==> config.mk <==
export PLATFORM = sky130hd
export DESIGN_NAME = prog_frame_parser
export DESIGN_NICKNAME = d
export VERILOG_FILES = /design/src/rtl/prog_pkg.sv /design/src/rtl/prog_word_packer.sv /design/src/rtl/prog_frame_parser.sv
export SDC_FILE = /design/constraint.sdc
export NUM_CORES = 1
export LEC_CHECK = 0
export BUFFER_PORTS_ARGS = -buffer_cell sky130_fd_sc_hd__buf_2
export CAP_MARGIN = 20
export CORE_MARGIN = 2
export CORE_UTILIZATION = 45
export CTS_BUF_LIST = sky130_fd_sc_hd__clkbuf_16
export CTS_CLUSTER_SIZE = 16
export DETAILED_ROUTE_END_ITERATION = 12
export HOLD_SLACK_MARGIN = 0.15
export PLACE_DENSITY_LB_ADDON = 0.08
export SYNTH_ARGS = -nofsm -noshare
export SYNTH_HDL_FRONTEND = slang
export SYNTH_SLANG_ARGS = --single-unit
export TNS_END_PERCENT = 100
==> constraint.sdc <==
create_clock -name clk -period 1.8 [get_ports clk]
set_input_delay 0.18 -clock clk [delete_from_list [all_inputs] [get_ports clk]]
set_output_delay 0.18 -clock clk [all_outputs]
set_load 0.005 [all_outputs]
==> src/rtl/prog_pkg.sv <==
// ============================================================================
// prog_pkg : shared constants and state encoding for the programming-frame parser
// Revision : 1.0
// ============================================================================
`default_nettype none

package prog_pkg;

  localparam logic [7:0] PROG_SYNC_BYTE = 8'hA5;

  typedef enum logic [2:0] {
    ST_IDLE    = 3'd0,
    ST_ADDR_HI = 3'd1,
    ST_ADDR_LO = 3'd2,
    ST_LEN     = 3'd3,
    ST_DATA    = 3'd4,
    ST_CHK     = 3'd5
  } prog_state_e;

  // A LEN byte of zero encodes the maximum burst of 256 words.
  function automatic logic [8:0] prog_len_to_words(input logic [7:0] len);
    return (len == 8'd0) ? 9'd256 : {1'b0, len};
  endfunction

endpackage

`default_nettype wire

==> src/rtl/prog_word_packer.sv <==
// ============================================================================
// prog_word_packer : shifts bytes into a little-endian 32-bit word, flags each 4th
// Revision : 1.0
// ============================================================================
`default_nettype none

module prog_word_packer (
  input  logic        clk,
  input  logic        rst_n,
  input  logic        clr_i,
  input  logic        byte_valid_i,
  input  logic [7:0]  byte_i,
  output logic [31:0] word_o,
  output logic        word_done_o
);

  logic [1:0]  cnt_q;
  logic [31:0] word_q;
  logic        done_q;

  // New bytes enter at the top, so the first byte of a word settles in [7:0].
  always_ff @(posedge clk or negedge rst_n) begin
    if (!rst_n) begin
      cnt_q  <= 2'd0;
      word_q <= 32'd0;
      done_q <= 1'b0;
    end else begin
      done_q <= 1'b0;
      if (clr_i) begin
        cnt_q <= 2'd0;
      end else if (byte_valid_i) begin
        word_q <= {byte_i, word_q[31:8]};
        cnt_q  <= cnt_q + 2'd1;
        done_q <= (cnt_q == 2'd3);
      end
    end
  end

  assign word_o      = word_q;
  assign word_done_o = done_q;

endmodule

`default_nettype wire

==> src/rtl/prog_frame_parser.sv <==
// ============================================================================
// prog_frame_parser : parses SYNC/ADDR/LEN/payload[/CHK] frames into memory writes
// Optional feature macro: PROG_CHECKSUM_EN (adds the trailing checksum byte)
// Revision : 1.0
// ============================================================================
`default_nettype none

module prog_frame_parser
  import prog_pkg::*;
#(
  parameter int ADDR_WIDTH     = 12,
  parameter int TIMEOUT_CYCLES = 1000000
) (
  input  logic                  clk,
  input  logic                  rst_n,
  input  logic [7:0]            s_data,
  input  logic                  s_valid,
  output logic                  s_ready,
  output logic [ADDR_WIDTH-1:0] m_addr,
  output logic [31:0]           m_data,
  output logic [3:0]            m_we,
  output logic                  m_en,
  output logic                  busy,
  output logic                  frame_ok,
  output logic                  frame_err
);

  localparam int TMO_W = (TIMEOUT_CYCLES > 1) ? $clog2(TIMEOUT_CYCLES) : 1;
  localparam logic [TMO_W-1:0] TMO_LAST = TMO_W'(TIMEOUT_CYCLES - 1);

  prog_state_e           state_q, state_d;
  logic [7:0]            hi_q, hi_d;
  logic [ADDR_WIDTH-1:0] addr_q, addr_d;
  logic [8:0]            words_q, words_d;
  logic [TMO_W-1:0]      tmo_q, tmo_d;
  logic                  ok_q, ok_d;
  logic                  err_q, err_d;
`ifdef PROG_CHECKSUM_EN
  logic [7:0]            sum_q, sum_d;
`endif

  logic                  w_acc;
  logic                  w_strobe;
  logic [31:0]           w_word;
  logic [ADDR_WIDTH+15:0] w_start_full;

  assign w_acc        = s_valid && s_ready;
  assign w_start_full = {{ADDR_WIDTH{1'b0}}, hi_q, s_data};

  prog_word_packer u_packer (
    .clk          (clk),
    .rst_n        (rst_n),
    .clr_i        (state_q == ST_IDLE),
    .byte_valid_i (w_acc && (state_q == ST_DATA)),
    .byte_i       (s_data),
    .word_o       (w_word),
    .word_done_o  (w_strobe)
  );

  always_ff @(posedge clk or negedge rst_n) begin
    if (!rst_n) begin
      state_q <= ST_IDLE;
      hi_q    <= 8'd0;
      addr_q  <= '0;
      words_q <= 9'd0;
      tmo_q   <= '0;
      ok_q    <= 1'b0;
      err_q   <= 1'b0;
`ifdef PROG_CHECKSUM_EN
      sum_q   <= 8'd0;
`endif
    end else begin
      state_q <= state_d;
      hi_q    <= hi_d;
      addr_q  <= addr_d;
      words_q <= words_d;
      tmo_q   <= tmo_d;
      ok_q    <= ok_d;
      err_q   <= err_d;
`ifdef PROG_CHECKSUM_EN
      sum_q   <= sum_d;
`endif
    end
  end

  always_comb begin
    state_d = state_q;
    hi_d    = hi_q;
    addr_d  = addr_q;
    words_d = words_q;
    tmo_d   = tmo_q;
    ok_d    = 1'b0;
    err_d   = 1'b0;
`ifdef PROG_CHECKSUM_EN
    sum_d   = sum_q;
    if (state_q == ST_IDLE) begin
      sum_d = 8'd0;
    end else if (w_acc && (state_q != ST_CHK)) begin
      sum_d = sum_q + s_data;
    end
`endif

    if (w_acc || (state_q == ST_IDLE)) begin
      tmo_d = '0;
    end else begin
      tmo_d = tmo_q + 1'b1;
    end

    if (w_strobe) begin
      addr_d  = addr_q + 1'b1;
      words_d = words_q - 9'd1;
    end

    case (state_q)
      ST_IDLE: begin
        if (w_acc && (s_data == PROG_SYNC_BYTE)) state_d = ST_ADDR_HI;
      end
      ST_ADDR_HI: begin
        if (w_acc) begin
          hi_d    = s_data;
          state_d = ST_ADDR_LO;
        end
      end
      ST_ADDR_LO: begin
        if (w_acc) begin
          addr_d  = w_start_full[ADDR_WIDTH-1:0];
          state_d = ST_LEN;
        end
      end
      ST_LEN: begin
        if (w_acc) begin
          words_d = prog_len_to_words(s_data);
          state_d = ST_DATA;
        end
      end
      ST_DATA: begin
        // The frame's last word is decided in its strobe cycle, when no byte can arrive.
        if (w_strobe && (words_q == 9'd1)) begin
`ifdef PROG_CHECKSUM_EN
          state_d = ST_CHK;
`else
          state_d = ST_IDLE;
          ok_d    = 1'b1;
`endif
        end
      end
`ifdef PROG_CHECKSUM_EN
      ST_CHK: begin
        if (w_acc) begin
          state_d = ST_IDLE;
          if ((sum_q + s_data) == 8'd0) ok_d = 1'b1;
          else                          err_d = 1'b1;
        end
      end
`endif
      default: state_d = ST_IDLE;
    endcase

    if ((state_q != ST_IDLE) && !w_acc && (tmo_q == TMO_LAST)) begin
      state_d = ST_IDLE;
      tmo_d   = '0;
      ok_d    = 1'b0;
      err_d   = 1'b1;
    end
  end

  assign s_ready   = !w_strobe;
  assign m_en      = w_strobe;
  assign m_we      = {4{w_strobe}};
  assign m_addr    = addr_q;
  assign m_data    = w_word;
  assign busy      = (state_q != ST_IDLE);
  assign frame_ok  = ok_q;
  assign frame_err = err_q;

endmodule

`default_nettype wire

==> impl_metrics.csv, run 1 <==
group,metric,value,unit
status,status,"finished, final reports clean",
route,ant_nets,0,
final_layout,drive_gt1_share,33.18,%
floorplan,row_count,34,
final_layout,area_growth,20.61,%
synth,yosysSeqAreaShare,54.31,%
final_layout,fillers,775,
final_layout,layout.nets,436,
worst_hold_path,hp-class,"in2reg",
route,vias,2770,
clock_network,numCtsBuffers,9,
setup_path,worst_setup_path_start_kind,"register",
setup_path,path_delay_family,"simple AND/OR/NAND/NOR gates",
setup_path,end_kind,"register",
route,drcViolationCount,0,
sta,clock-skew-final,0.008223,ns
grt,grt_start_max_net_pins,37,
synth,ys.flop_type,"dfrtp_1",
setup_path,crit_chain,"ha_1, and3_2, nand4_4, or4_1, a21oi_1",
setup_path,worstPathMaxFanout,7,
synth,synthTopCellsByArea,"dfrtp_1 54%, mux2_2 11%, xnor2_1 4.5%",
grt,first_global_vias,2690,
clock_network,cts_tree,"built",
pwr,ir_drop,457.3,µV
clock_network,cts-root-buf,"clkbuf_16",
route,via_per_inst,5.197,
sta,max_freq,594.9,MHz
final_layout,num_antenna_cells,0,
grt,grt-ovfl-total,0,
place,routabilityCongestion,0.7801,
place,dp_slack,0.06325,ns
clock_network,cts_htree_levels,3,
sta,rsz0062_at_grt,"no",
route,firstDrtPassIters,4,
sta,setup_viol,0,
synth,yosysWarnings,0,
run,drv_cap,0,
setup_path,critPathSlowestCell,"or4_1",
clock_network,cts_buffer_depth,2,
final_layout,seq_area,2127,µm²
sta,slew_headroom,68.71,%
final_layout,multi_input_area,1683,µm²
pwr,p_per_area,1301,nW/µm²
place,dpl-instance-area,4405,µm²
place,port_buffers,63,
grt,grt_pass1_wl,13170,µm
floorplan,core_area,8593,µm²
setup_path,arrival,1.93,ns
synth,syn_avg_cell_area,11.35,µm²
route,wire_per_inst,14.53,µm
pwr,p_leak,0.002074,µW
final_layout,final_area,4723,µm²
synth,synth.cell_area,3916,µm²
synth,yosysTopAreaCell,"dfrtp_1",
synth,synth.distinct_cells,41,
floorplan,start_util,45.57,%
final_layout,layout_commonest_cell,"dfrtp_1",
floorplan,dieArea,9465,µm²
route,drt_iter0_markers,129,
synth,syn_nets,361,
sta,tns,0,ns
clock_network,clkLatencyLatePin,0.33,ns
place,place_hpwl,5451,µm
route,drt_wl_total,7747,µm
setup_path,critPathKind,"reg2reg",
sta,setup_slack,0.1191,ns
sta,holdWs,0.1629,ns
floorplan,io_pins,64,
synth,syn_inst,345,
sta,worst_pin_slew,0.4651,ns
synth,synth_top_area_share,54.31,%
floorplan,dieHeight,97.29,µm
sta,maxSlewViolCount,0,
synth,synth_edf_count,0,
sta,period_share,93.38,%
sta,hold_violations,0,
setup_path,cp_num_buf_inv,0,
setup_path,critPathMaxStageDelay,0.49,ns
floorplan,dieWidth,97.29,µm
grt,track_usage,17.28,%
clock_network,clk_pin_slew,0.07,ns
setup_path,required,2.05,ns
sta,fin_crit,1.681,ns
synth,async_flop_share,100.0,%
synth,ys_ff_latch,85,
final_layout,final_cell_mix,"85 x dfrtp_1, 62 x buf_2, 38 x nor2_1, 37 x mux2_2, 30 x a21oi_1",
grt,antenna_found_initial,0,
clock_network,clock-sinks,85,
==> stage by stage <==
stage	utilization, %	std cells	power [µW]
floorplan	-	345	3683
global placement	51.27	515	4317
detailed placement	51.27	515	4361
CTS	54.86	532	6223
global route	54.97	533	6549
finish	54.97	533	6147
==> layout make-up <==
cell class	count	area share (%)
timing repair buffer	79	9.589
clock buffer	9	4.768
multi-input combinational	238	35.63
inverter	7	0.5563
sequential	85	45.03
clock inverter	7	1.563
tap	108	2.861
==> power breakdown <==
part,switching [µW],leakage (µW),total [µW],internal [µW]
clock network,756,0.000146,1840,1080
registers,422,0.00102,2830,2400
logic,635,0.000906,1480,848
total,1810,0.00207,6150,4330
==> Yosys cell counts (all sizes together) (2+ instances only) <==
library cell	number
nand4	7
xor2	11
mux2	37
or4	3
a21oi	30
and4	3
nand3	14
ha	5
xnor2	20
nand2	19
nor4b	3
or4b	2
dfrtp	85
or3	7
clkbuf	3
o21ai	6
nor3b	3
and3	4
o31ai	3
nor4	6
nand4b	3
nor2	38
buf	12
nor3	8
inv	7
==> state kept, by name, summed over array words and instances, names as in the netlist, 2 cells and up <==
signal	count
words_q	9
u_packer.word_o	32
state_q	3
m_addr	12
hi_q	4
u_packer.cnt_q	2
tmo_q	20
==> tightest hold or removal path, cell delays in order <==
cell and delay (ns):
buf_2 0.13, nor2_1 0.10, a21oi_1 0.04
==> metal layers <==
metal | share of wire, % | vias to the layer above | global-route usage, %
li1 | - | 1367 | -
met3 | 3.6 | 10 | 2.950
met1 | 48 | 1340 | 24.47
met4 | 1.6 | 0 | 7.692
met2 | 47 | 53 | 26.28
met5 | 0 | - | 0
==> final timing paths <==
path / startpoint / to / slack (ns) / cells past startpoint
max: tmo_q[1] / tmo_q[18] / 0.12 / 5
min: s_data[4] / words_q[4] / 0.16 / 3
max reg2reg: tmo_q[1] / tmo_q[18] / 0.12 / 5
min reg2reg: u_packer.word_o[0] / u_packer.word_o[0] / 0.50 / 1
max in group asynchronous: rst_n / tmo_q[7] / 0.85 / 3
min in group asynchronous: rst_n / u_packer.word_o[10] / 0.34 / 2
==> repair_timing <==
| action | in CTS | in global routing |
|---|---|---|
| endpoints found under the hold margin | 33 | 0 |
| resized for setup | 0 | 1 |
| buffers inserted | 0 | 1 |
| setup endpoints to repair | 0 | 1 |
| hold buffers | 1 | 0 |
==> kinds of logic after synthesis <==
| group | after synthesis | synth area share, % |
|---|---|---|
| AO/OA/AOI/OAI | 41 | 5.559 |
| XOR/XNOR | 31 | 6.933 |
| adder cells (fa/ha/maj) | 5 | 1.597 |
| buffers and inverters | 22 | 2.748 |
| flip-flops | 85 | 54.31 |
| multiplexers | 38 | 10.89 |
| AND/OR/NAND/NOR | 123 | 17.96 |
(Power assumes the default switching activity.)
==> inputs of run 2 (changes only) <==
Settings changed: GPL_TIMING_DRIVEN set to 0.
==> impl_metrics.csv, run 2 (same netlist as run 1, synthesis figures left out) <==
group,metric,value,unit
sta,fin_crit,1.699,ns
final_layout,layout_commonest_cell,"dfrtp_1",
sta,setup_slack,0.1007,ns
setup_path,end_kind,"register",
place,dpl-instance-area,4397,µm²
sta,hold_violations,0,
grt,antenna_found_initial,0,
floorplan,dieArea,9465,µm²
grt,first_global_vias,2719,
setup_path,required,2.01,ns
final_layout,layout.nets,443,
final_layout,num_antenna_cells,0,
clock_network,clock-sinks,85,
pwr,p_per_area,1278,nW/µm²
pwr,total_power,6141,µW
clock_network,cts-root-buf,"clkbuf_16",
run,drv_cap,0,
route,via_per_inst,5.257,
route,vias,2839,
floorplan,dieHeight,97.29,µm
place,port_buffers,63,
pwr,p_int,4250,µW
pwr,p_comb_share,24.8,%
place,routabilityCongestion,0.7457,
route,drt_iter0_markers,81,
final_layout,final_area,4805,µm²
pwr,p_sw_share,30.79,%
worst_hold_path,hp-class,"in2reg",
sta,rsz0062_at_grt,"no",
final_layout,fillers,777,
clock_network,cts_tree,"built",
grt,grt-ovfl-total,0,
final_layout,drive_gt1_share,35.19,%
pwr,switching_power,1891,µW
sta,max_freq,588.5,MHz
setup_path,critPathKind,"reg2reg",
status,status,"finished, final reports clean",
sta,period_share,94.41,%
clock_network,cts_htree_levels,3,
grt,track_usage,18.29,%
grt,grt_pass1_wl,13830,µm
pwr,clkPwrFrac,29.2,%
sta,clock-skew-final,0.008693,ns
floorplan,io_pins,64,
route,drcViolationCount,0,
clock_network,clkLatencyLatePin,0.34,ns
clock_network,numCtsBuffers,9,
route,wire_per_inst,15.10,µm
sta,worst_pin_slew,0.5024,ns
pwr,ir_drop,509.1,µV
floorplan,row_count,34,
sta,maxSlewViolCount,0,
setup_path,worst_setup_path_start_kind,"register",
clock_network,clk_pin_slew,0.07,ns
setup_path,worstPathMaxFanout,10,
sta,tns,0,ns
clock_network,cts_buffer_depth,2,
sta,slew_headroom,66.51,%
final_layout,area_growth,22.68,%
place,dp_slack,-0.2402,ns
floorplan,start_util,45.57,%
setup_path,arrival,1.91,ns
final_layout,largest_reg_flops,32,
sta,setup_viol,0,
final_layout,final_cell_mix,"84 x dfrtp_1, 68 x buf_2, 37 x nor2_1, 37 x mux2_2, 30 x a21oi_1",
route,ant_nets,0,
route,drt_wl_total,8153,µm
grt,grt_start_max_net_pins,72,
route,firstDrtPassIters,6,
pwr,seqPwrFrac,46.0,%
place,place_hpwl,5688,µm
floorplan,dieWidth,97.29,µm
pwr,p_leak,0.002108,µW
floorplan,core_area,8593,µm²
## run 2: cell types whose count changed in the layout (fill, tap and decap cells not counted), sizes merged
| cell | previous run | this run |
|---|---|---|
| clkinvlp | 1 | 0 |
| bufinv | 1 | 0 |
| inv | 9 | 13 |
| clkbuf | 9 | 12 |
| clkinv | 3 | 1 |
| buf | 78 | 81 |
| dlygate4sd3 | 1 | 2 |
## run 2: through the flow
step,utilization (%),hold slack (ns),std cells
floorplan,-,-0.1156,345
global placement,50.82,0.4823,516
detailed placement,51.16,0.05648,517
CTS,55.11,0.1660,538
global route,55.91,0.1637,540
finish,55.91,0.1721,540
## run 2: timing repair
action	4_1_cts	5_1_grt
hold buffers	2	0
gates resized for setup	3	18
pin swaps	1	2
gates cloned	0	1
endpoints found under the hold margin	86	0
endpoints found under the setup margin	26	40
buffers inserted	3	1
## run 2: per-layer routing
| metal | GRT usage (%) | wire (µm) |
|---|---|---|
| met2 | 28.79 | 3937 |
| met3 | 3.813 | 283 |
| met5 | 0 | 0 |
| met4 | 6.410 | 96 |
| met1 | 25.32 | 3835 |
## run 2: power by group through the flow
| stage | sequential [µW] | combinational (µW) | clock [µW] |
|---|---|---|---|
| 2_1_floorplan | 2850 | 831 | 0 |
| 3_3_place_gp | 2860 | 1470 | 0 |
| 3_5_place_dp | 2880 | 1490 | 0 |
| 4_1_cts | 2830 | 1530 | 1850 |
| 5_1_grt | 2920 | 1710 | 1920 |
| 6_report | 2820 | 1520 | 1790 |
## run 2: cell type report
cell class	instances	area, µm²	area share, %
plain buffers	15	92.59	1.927
clock buffers	9	225.2	4.687
clock inverters	7	63.81	1.328
inverters	7	26.28	0.5469
multi-input cells	238	1733	36.07
flip-flops and latches	85	2128	44.30
well taps	108	135.1	2.813
repair buffers	71	400.4	8.333
## run 2: path summary, 6_finish.rpt
kind,from,endpoint,slack [ns],cells past startpoint
min in group asynchronous,rst_n,u_packer.word_o[5],0.25,2
max in group asynchronous,rst_n,m_addr[6],0.93,3
worst max register to register,u_packer.word_done_o,m_addr[6],0.10,6
worst min register to register,tmo_q[0],tmo_q[0],0.46,1
worst min-delay path,s_data[1],m_addr[1],0.17,3
worst max-delay path,u_packer.word_done_o,m_addr[6],0.10,6
## run 2: worst max-delay path: stages, from the launching register on
cell,delay [ns]
dfrtp_2,0.42
nand2b_4,0.17
or4b_1,0.45
clkbuf_1,0.16
buf_4,0.19
nor2_1,0.13
a21oi_1,0.05
